===== config.mk =====
export PLATFORM = sky130hd
export DESIGN_NAME = mem_arbiter
export DESIGN_NICKNAME = d
export VERILOG_FILES = /design/src/rtl/mem_arbiter.sv
export SDC_FILE = /design/constraint.sdc
export NUM_CORES = 1
export LEC_CHECK = 0
export BUFFER_PORTS_ARGS = -buffer_cell sky130_fd_sc_hd__buf_2
export CAP_MARGIN = 10
export CORE_AREA = 2 2 117 119
export DETAILED_ROUTE_END_ITERATION = 10
export DIE_AREA = 0 0 119 121
export GPL_TIMING_DRIVEN = 0
export PLACE_DENSITY_LB_ADDON = 0.05
export SYNTH_ARGS = -nofsm -noshare
export SYNTH_HDL_FRONTEND = slang
export SYNTH_SLANG_ARGS = --single-unit

===== constraint.sdc =====
create_clock -name clk -period 1.29 [get_ports clk]
set_input_delay 0.129 -clock clk [delete_from_list [all_inputs] [get_ports clk]]
set_output_delay 0.129 -clock clk [all_outputs]
set_load 0.005 [all_outputs]

===== src/rtl/mem_arbiter.sv =====
// mem_arbiter: fair two-port arbiter (CPU vs debug) in front of a single-port synchronous-read memory.
// Each access runs grant, optional wait cycles, then a data/ack cycle. Ties alternate between the ports.
module mem_arbiter #(
    parameter int DW   = 32,
    parameter int AW   = 32,
    parameter int WAIT = 0
) (
    input  logic          clk,
    input  logic          reset,
    input  logic          CpuReq,
    input  logic          CpuWE,
    input  logic [AW-1:0] CpuAdr,
    input  logic [DW-1:0] CpuWD,
    output logic [DW-1:0] CpuRD,
    output logic          CpuReady,
    input  logic          DbgReq,
    input  logic          DbgWE,
    input  logic [AW-1:0] DbgAdr,
    input  logic [DW-1:0] DbgWD,
    output logic [DW-1:0] DbgRD,
    output logic          DbgAck,
    output logic [AW-1:0] MemAdr,
    output logic          MemWE,
    output logic [DW-1:0] MemWD,
    input  logic [DW-1:0] MemRD,
    output logic          Busy
);
    typedef enum logic [2:0] {IDLE, G_CPU, W_CPU, D_CPU, G_DBG, W_DBG, D_DBG} state_t;

    localparam logic [3:0] WAIT_C = 4'(WAIT);

    state_t     state_q, state_d, arb;
    logic       last_gnt_q, last_gnt_d;
    logic [3:0] wcnt_q, wcnt_d;
    logic       cpu_r, dbg_r, cpu_side, dbg_side;

    always_comb begin
        state_d    = state_q;
        last_gnt_d = last_gnt_q;
        wcnt_d     = wcnt_q;
        // the port finishing in D is masked so a held request is not served twice in a row
        cpu_r      = CpuReq && state_q != D_CPU;
        dbg_r      = DbgReq && state_q != D_DBG;
        arb        = (cpu_r && dbg_r) ? (last_gnt_q ? G_CPU : G_DBG) :
                     cpu_r ? G_CPU : dbg_r ? G_DBG : IDLE;
        cpu_side   = state_q inside {G_CPU, W_CPU, D_CPU};
        dbg_side   = state_q inside {G_DBG, W_DBG, D_DBG};
        MemAdr     = cpu_side ? CpuAdr : dbg_side ? DbgAdr : '0;
        MemWD      = cpu_side ? CpuWD : dbg_side ? DbgWD : '0;
        MemWE      = (state_q == G_CPU && CpuWE) || (state_q == G_DBG && DbgWE);
        CpuReady   = state_q == D_CPU;
        DbgAck     = state_q == D_DBG;
        CpuRD      = CpuReady ? MemRD : '0;
        DbgRD      = DbgAck ? MemRD : '0;
        Busy       = state_q != IDLE;
        case (state_q)
            IDLE, D_CPU, D_DBG: state_d = arb;
            G_CPU: begin
                last_gnt_d = 1'b0;
                wcnt_d     = WAIT_C;
                state_d    = WAIT_C != 4'd0 ? W_CPU : D_CPU;
            end
            G_DBG: begin
                last_gnt_d = 1'b1;
                wcnt_d     = WAIT_C;
                state_d    = WAIT_C != 4'd0 ? W_DBG : D_DBG;
            end
            W_CPU: begin
                wcnt_d  = wcnt_q - 4'd1;
                state_d = wcnt_q == 4'd1 ? D_CPU : W_CPU;
            end
            W_DBG: begin
                wcnt_d  = wcnt_q - 4'd1;
                state_d = wcnt_q == 4'd1 ? D_DBG : W_DBG;
            end
            default: state_d = IDLE;
        endcase
    end

    always_ff @(posedge clk) begin
        if (reset) begin
            state_q    <= IDLE;
            last_gnt_q <= 1'b1;
            wcnt_q     <= 4'd0;
        end else begin
            state_q    <= state_d;
            last_gnt_q <= last_gnt_d;
            wcnt_q     <= wcnt_d;
        end
    end
endmodule


==> results of run 1 <==
[power by group]
group          leakage (nW)  internal [mW]  switching, mW
Clock                0.0370          0.401          0.138
Sequential           0.0682          0.387          0.195
Combinational          2.40           3.82           2.90
[final cells by class]
cell class,instances,area [um^2],area share
timing repair buffer,332,2340,0.496
multi-input combinational,184,1620,0.343
buffer,20,268,0.0567
tap,176,220,0.0466
sequential,8,173,0.0366
clock buffer,3,75.1,0.0159
inverter,5,22.5,0.00477
[state kept, by name, summed over array words and instances (netlist names)]
register,flops
last_gnt_q,1
state_q,3
wcnt_q,4
[layer usage]
layer  routed length [um]  track usage  vias up
met2                 7110        0.296      133
met4                  116       0.0268        0
li1                     -            -     1479
met3                  848       0.0277        9
met5                    0            0        -
met1                 4390        0.163     1456
[layout by cell type (no fill, tap or decap), drive strengths merged]
| master | synthesis | layout |
|---|---|---|
| and4 | 1 | 1 |
| nand3 | 3 | 3 |
| clkbuf | 2 | 6 |
| buf | 21 | 349 |
| a21oi | 9 | 9 |
| or4 | 1 | 1 |
| a311oi | 1 | 1 |
| or3b | 1 | 1 |
| nor3 | 6 | 6 |
| or2 | 2 | 2 |
| a2bb2oi | 1 | 1 |
| a21o | 2 | 2 |
| o2bb2ai | 1 | 1 |
| nor2b | 1 | 1 |
| a221oi | 1 | 1 |
| a211oi | 1 | 1 |
| a31oi | 2 | 2 |
| ha | 2 | 2 |
| nor2 | 7 | 7 |
| o21ai | 6 | 6 |
| dfxtp | 8 | 8 |
| a22o | 64 | 64 |
| clkinvlp | 0 | 1 |
| nor3b | 1 | 1 |
| o311ai | 1 | 1 |
| inv | 5 | 4 |
| nand2 | 6 | 6 |
| and2 | 64 | 64 |
[through the flow]
stage | area (um^2) | TNS [ns] | total power, mW
2_1_floorplan | 1690 | 0 | 3.34
3_3_place_gp | 3390 | -40.85 | 5.42
3_5_place_dp | 3390 | -40.99 | 5.38
4_1_cts | 4160 | -44.96 | 7.07
5_1_grt | 4720 | -50.20 | 8.37
6_report | 4720 | -43.06 | 7.84
[cell families after synthesis]
kind of cell | synth area share
DFF | 0.0949
adders and majority gates | 0.0148
buffers and inverters | 0.122
AOI/OAI and AO/OA | 0.432
and+or+nand+nor | 0.337
[worst paths after layout]
check	slack, ns	endpoint	depth (start not counted)	startpoint
setup / recovery	-0.37	MemAdr[17]	7	state_q[1]
setup reg to reg	-0.27	wcnt_q[0]	7	state_q[2]
hold reg to reg	0.55	wcnt_q[3]	2	wcnt_q[3]
hold / removal	0.19	state_q[2]	3	DbgReq
[worst register-to-register path, delay by kind of cell (launching register included)]
family / cells / cell delay [ns]
flops: 1 / 0.35
buf+inv: 3 / 0.35
simple gates: 2 / 0.44
compound gates: 2 / 0.31
[timing repair]
action,CTS,global route
setup buffers,17,12
pin swaps,63,35
endpoints found under the hold margin,0,0
resized for setup,121,102
setup endpoints to repair,139,140
gates cloned,7,3
==> impl_results.md, run 1 <==
* H-tree depth at 1
* CP cell instances: buf_8 -> nor2_4 -> nor2_4 -> buf_12 -> buf_8 -> a22o_1 -> buf_2
* Family with the most delay on the worst path: buffers and inverters
* Seq cells post-synth at 8
* Via Count at around 3100
* Fin crit share at 1.28
* Router iterations before antenna repair at 6
* Min-Delay Path Class: input pin to flip-flop
* CTS tree: done
* Fmax at about 600 MHz
* Worst slew margin at 0.674
* Worst path bufs/invs at 4
* Inst Count DP at 692
* Mapped cell area at roughly 1700 um^2
* Final cell count without fillers at 728
* Final Hold Viols at 0
* Clock Tree Root: clkbuf_16
* Clock transition at path regs at about 0.040 ns
* Peak supply drop at ~0.00059 V
* Post-layout nets at roughly 720
* GRT overflow at 0
* Ys Warns at 0
* CTS Hold Bufs at 0
* Top cell type's share of synthesized area at 0.332
* Initial antenna violation count at 0
* Largest net degree at the start of global routing at 11
* Antenna cell count at 0
* Maxcap violations at 0
* RSZ-0062 raised after global routing: yes
* Synth Area per Inst at 7.67 um^2
* Critical Path Sink Type: primary output
* Top FF cell, synth: dfxtp_1
* GR Util All Layers at 0.148
* Fin crit period at 1.66 ns
* Post-synthesis cell type count at 37
* Dpl hpwl at between 9000 and 10000 um
* Sequential share of the synthesized area at 0.0949
* Clk sinks at 8
* IO buf count at 296
* Leakage Power at 2.50 nW
* Fin Hold WS at 0.190 ns
* Die height at 121 um
* Layout Area Growth over Synthesis at 180%
* WP data required at 1.16 ns
* Final ANT Viol Nets at 0
* Routed wire length at between 10000 and 15000 um
* Slew @ Worst Pin at 0.489 ns
* Vias per inst at 4.23
* Routed wire per std cell at 17.1 um
* Top post-synthesis cells by count: 64 x a22o_1, 64 x and2_1, 10 x buf_6
* Post-synth EDFFs at 0
* Failing checks: setup timing
* Cts bufs inserted at 3
* Worst Skew at 0.000491 ns
* Fill count at 1434
* First-pass GRT wire length at approximately 17000 um
* Run status: finished with violations
* Initial core utilization at 0.129
* Synth area leaders: a22o_1 33%, and2_1 24%, dfxtp_1 9.5%
* Layout cells sized above 1 at 0.812
* Clk buf depth at 2
* Syn_nets at ~390
* Worst setup margin at -0.365 ns
* # rows at 42
* Crit-path max FO at 10
* Path type of the worst setup path: flip-flop to primary output
* Final setup fails at 140
* Core area at 13100 um^2
* Power per standard cell area at 1660 nW/um^2
* Asr flop ratio synth at 0
* Slowest stage delay, CP at 0.35 ns
* Leading area contributor after synthesis: a22o_1
* Fin util at 0.361
* Startpoint types: flip-flop
* Vias in the first global route at 2957
* Crit path DAT at 1.53 ns
* Pre-CTS setup slack at -0.477 ns
* First DRT Iteration DRCs at 77
* Slowest-stage cell, CP: dfxtp_4
* Io pins at 298
* Global placer's final weighted congestion at 0.758
* Worst skew pair latency at 0.24 ns
* Full die area at 14400 um^2
* Die Wd at approximately 120 um
* Max-slew violations at 0
* Post-Synthesis Cells at 220
* DRC violations left at 0
No activity file was read; power rests on OpenSTA's default activity.
==> run 2, diff against run 1 <==
--- a/config.mk
+++ b/config.mk
@@ -6,12 +6,13 @@
 export NUM_CORES = 1
 export LEC_CHECK = 0
 export BUFFER_PORTS_ARGS = -buffer_cell sky130_fd_sc_hd__buf_2
-export CAP_MARGIN = 10
-export CORE_AREA = 2 2 117 119
+export CAP_MARGIN = 20
+export CORE_AREA = 4 4 113 115
 export DETAILED_ROUTE_END_ITERATION = 10
-export DIE_AREA = 0 0 119 121
+export DIE_AREA = 0 0 117 119
 export GPL_TIMING_DRIVEN = 0
 export PLACE_DENSITY_LB_ADDON = 0.05
+export SKIP_CTS_REPAIR_TIMING = 1
 export SYNTH_ARGS = -nofsm -noshare
 export SYNTH_HDL_FRONTEND = slang
 export SYNTH_SLANG_ARGS = --single-unit
==> run 2 against run 1 <==
Against the previous run: the flow still finishes with violations (setup timing); design area decreased by 3.4%; count of clock-buffer cells in the layout unchanged; worst hold slack improved by 0.0032 ns; clock skew about the same; sequential share of layout area decreased by 0.064 points; total power decreased by 4.3%; die area decreased by 3.3%; first-iteration DRC count increased by 32%; critical path depth unchanged; non-clock buffer count decreased by 3; sequential power decreased by 9.5%; register-to-register slack improved by 0.06 ns; largest cell class unchanged.
==> impl_results.md, run 2 (same netlist as run 1, synthesis figures left out) <==
* WP data required at 1.16 ns (about the same)
* Slowest-stage cell, CP: dfxtp_2 (was dfxtp_4)
* Router iterations before antenna repair at 4 (was 6)
* Initial antenna violation count at 0 (unchanged)
* Slowest stage delay, CP at 0.31 ns (was 0.35 ns)
* Final cell count without fillers at 696 (was 728)
* Int Power at 4.40 mW (was 4.61 mW)
* Final setup fails at 138 (was 140)
* Fin crit period at 1.75 ns (was 1.66 ns)
* Crit. path cell count at 7 (unchanged)
* Full die area at 13900 um^2 (was 14400 um^2)
* Max reg flops at 4 (unchanged)
* Initial core utilization at 0.143 (was 0.129)
* H-tree depth at 1 (unchanged)
* Cts bufs inserted at 3 (unchanged)
* Pre-CTS setup slack at -0.414 ns (was -0.477 ns)
* Critical Path Sink Type: primary output (unchanged)
* Clock power frac at 0.072 (was 0.069)
* Die height at 119 um (was 121 um)
* Run status: finished with violations (unchanged)
* Vias in the first global route at 2687 (was 2957)
* GRT overflow at 0 (unchanged)
* Worst path bufs/invs at 5 (was 4)
* Commonest non-fill, non-tap cell in the layout: buf_2 (unchanged)
* Clk sinks at 8 (unchanged)
* Fin crit share at 1.36 (was 1.28)
* # rows at 40 (was 42)
* Final Hold Viols at 0 (unchanged)
* Via Count at 3005 (was 3077)
* IO buf count at 296 (unchanged)
* Leakage Power at 2.48 nW (was 2.50 nW)
* Biggest regs: wcnt_q: 4 flops, state_q: 3 flops, last_gnt_q: 1 flops (unchanged)
* Worst setup margin at -0.461 ns (was -0.365 ns)
* Global placer's final weighted congestion at 0.812 (was 0.758)
* Dpl hpwl at 9760 um (was 9670 um)
* First DRT Iteration DRCs at 102 (was 77)
* RSZ-0062 raised after global routing: yes (unchanged)
* Seq pwr share at 0.070 (was 0.074)
* Clk buf depth at 2 (unchanged)
* Largest net degree at the start of global routing at 11 (unchanged)
* Worst slew margin at 0.727 (was 0.674)
* Layout Area Growth over Synthesis at 170% (was 180%)
* CTS tree: done (unchanged)
* Startpoint types: flip-flop (unchanged)
* CP cell instances: buf_6 -> clkinvlp_4 -> a21oi_4 -> buf_12 -> buf_8 -> a22o_1 -> buf_6 (was buf_8 -> nor2_4 -> nor2_4 -> buf_12 -> buf_8 -> a22o_1 -> buf_2)
* Layout cells sized above 1 at 0.789 (was 0.812)
* R2R cell count at 7 (unchanged)
* Failing checks: setup timing (unchanged)
* Crit path DAT at 1.62 ns (was 1.53 ns)
* Inst Count DP at 663 (was 692)
* Vias per inst at 4.32 (was 4.23)
* Clock transition at path regs at 0.04 ns (about the same)
* R2R Setup Slk at -0.21 ns (was -0.27 ns)
* Path type of the worst setup path: flip-flop to primary output (unchanged)
* Maxcap violations at 0 (unchanged)
* Final Power at 7.50 mW (was 7.84 mW)
* Most flops, register: wcnt_q (unchanged)
* Min-Delay Path Class: input pin to flip-flop (unchanged)
* Crit path top cell by count: buf_6
* Routed wire length at 12300 um (was 12500 um)
* Worst Skew at 0.000522 ns (was 0.000491 ns)
* P_sw at 3.11 mW (was 3.23 mW)
* Power per standard cell area at 1640 nW/um^2 (was 1660 nW/um^2)
* Slew @ Worst Pin at 0.410 ns (was 0.489 ns)
* Comb pwr share at 0.858 (was 0.857)
* Worst skew pair latency at 0.24 ns (about the same)
* Net Sw Frac at 0.414 (was 0.412)
* Core area at 11800 um^2 (was 13100 um^2)
* Fmax at 571 MHz (was 604 MHz)
* Peak supply drop at 0.00100 V (was 0.000586 V)
* Crit-path max FO at 7 (was 10)
* GR Util All Layers at 0.143 (was 0.148)
* Family with the most delay on the worst path: buffers and inverters (unchanged)
* Fin Hold WS at 0.193 ns (was 0.190 ns)
* Most frequent cells in the layout: 241 x buf_2, 78 x buf_6, 64 x a22o_1, 53 x and2_4 (was 235 x buf_2, 83 x buf_6, 64 x a22o_1, 58 x and2_4, 15 x buf_8)
* Routed wire per std cell at 17.7 um (was 17.1 um)
* Final ANT Viol Nets at 0 (unchanged)
* Hold Crit Depth at 3 (unchanged)
* DRC violations left at 0 (unchanged)
* Antenna cell count at 0 (unchanged)
* First-pass GRT wire length at 15700 um (was 16800 um)
* Io pins at 298 (unchanged)
* Post-layout nets at 719 (was 722)
* Clock Tree Root: clkbuf_16 (unchanged)
* Max-slew violations at 0 (unchanged)
* Setup TNS at -53.05 ns (was -43.06 ns)
* Die Wd at 117 um (was 119 um)
## run 2: final timing paths
check                   from    endpoint
setup / recovery  state_q[2]    MemWD[2]
hold / removal        DbgReq  state_q[2]
setup reg to reg  state_q[2]   wcnt_q[0]
hold reg to reg    wcnt_q[3]   wcnt_q[3]
## run 2: cell type report
type	instances	area, um^2
clock buffers	3	75.1
fillers	1264	7250
plain buffers	21	255
flip-flops and latches	8	164
inverters	5	22.5
well taps	147	184
multi-input cells	184	1560
repair buffers	328	2300
## run 2: layer usage
layer	up-vias	GRT usage	wire length, um
li1	1479	-	-
met3	15	0.0376	1080
met1	1383	0.154	4330
met2	128	0.277	6730
met5	-	0	0
met4	0	0.0229	167
## run 2: stage by stage
stage / cell area (um^2) / util
global placement: 3360 / 0.284
CTS: 3430 / 0.290
finish: 4560 / 0.386
global route: 4560 / 0.386
floorplan: 1690 / -
detailed placement: 3360 / 0.284
## run 2: worst reg2reg max path: cells and delay by family, from the launching register on
kind / cells / cell delay [ns]
and+or+nand+nor: 2 / 0.43
DFF: 1 / 0.31
buffers and inverters: 3 / 0.37
AOI/OAI and AO/OA: 2 / 0.29
## run 2: power by group through the flow
stage	Sequential [mW]	Clock (mW)	Combinational, mW
after floorplan	0.457	0	2.88
after global placement	0.492	0	4.93
after detailed placement	0.492	0	4.91
after CTS	0.487	0.545	4.93
after global routing	0.548	0.555	6.95
final	0.527	0.539	6.44
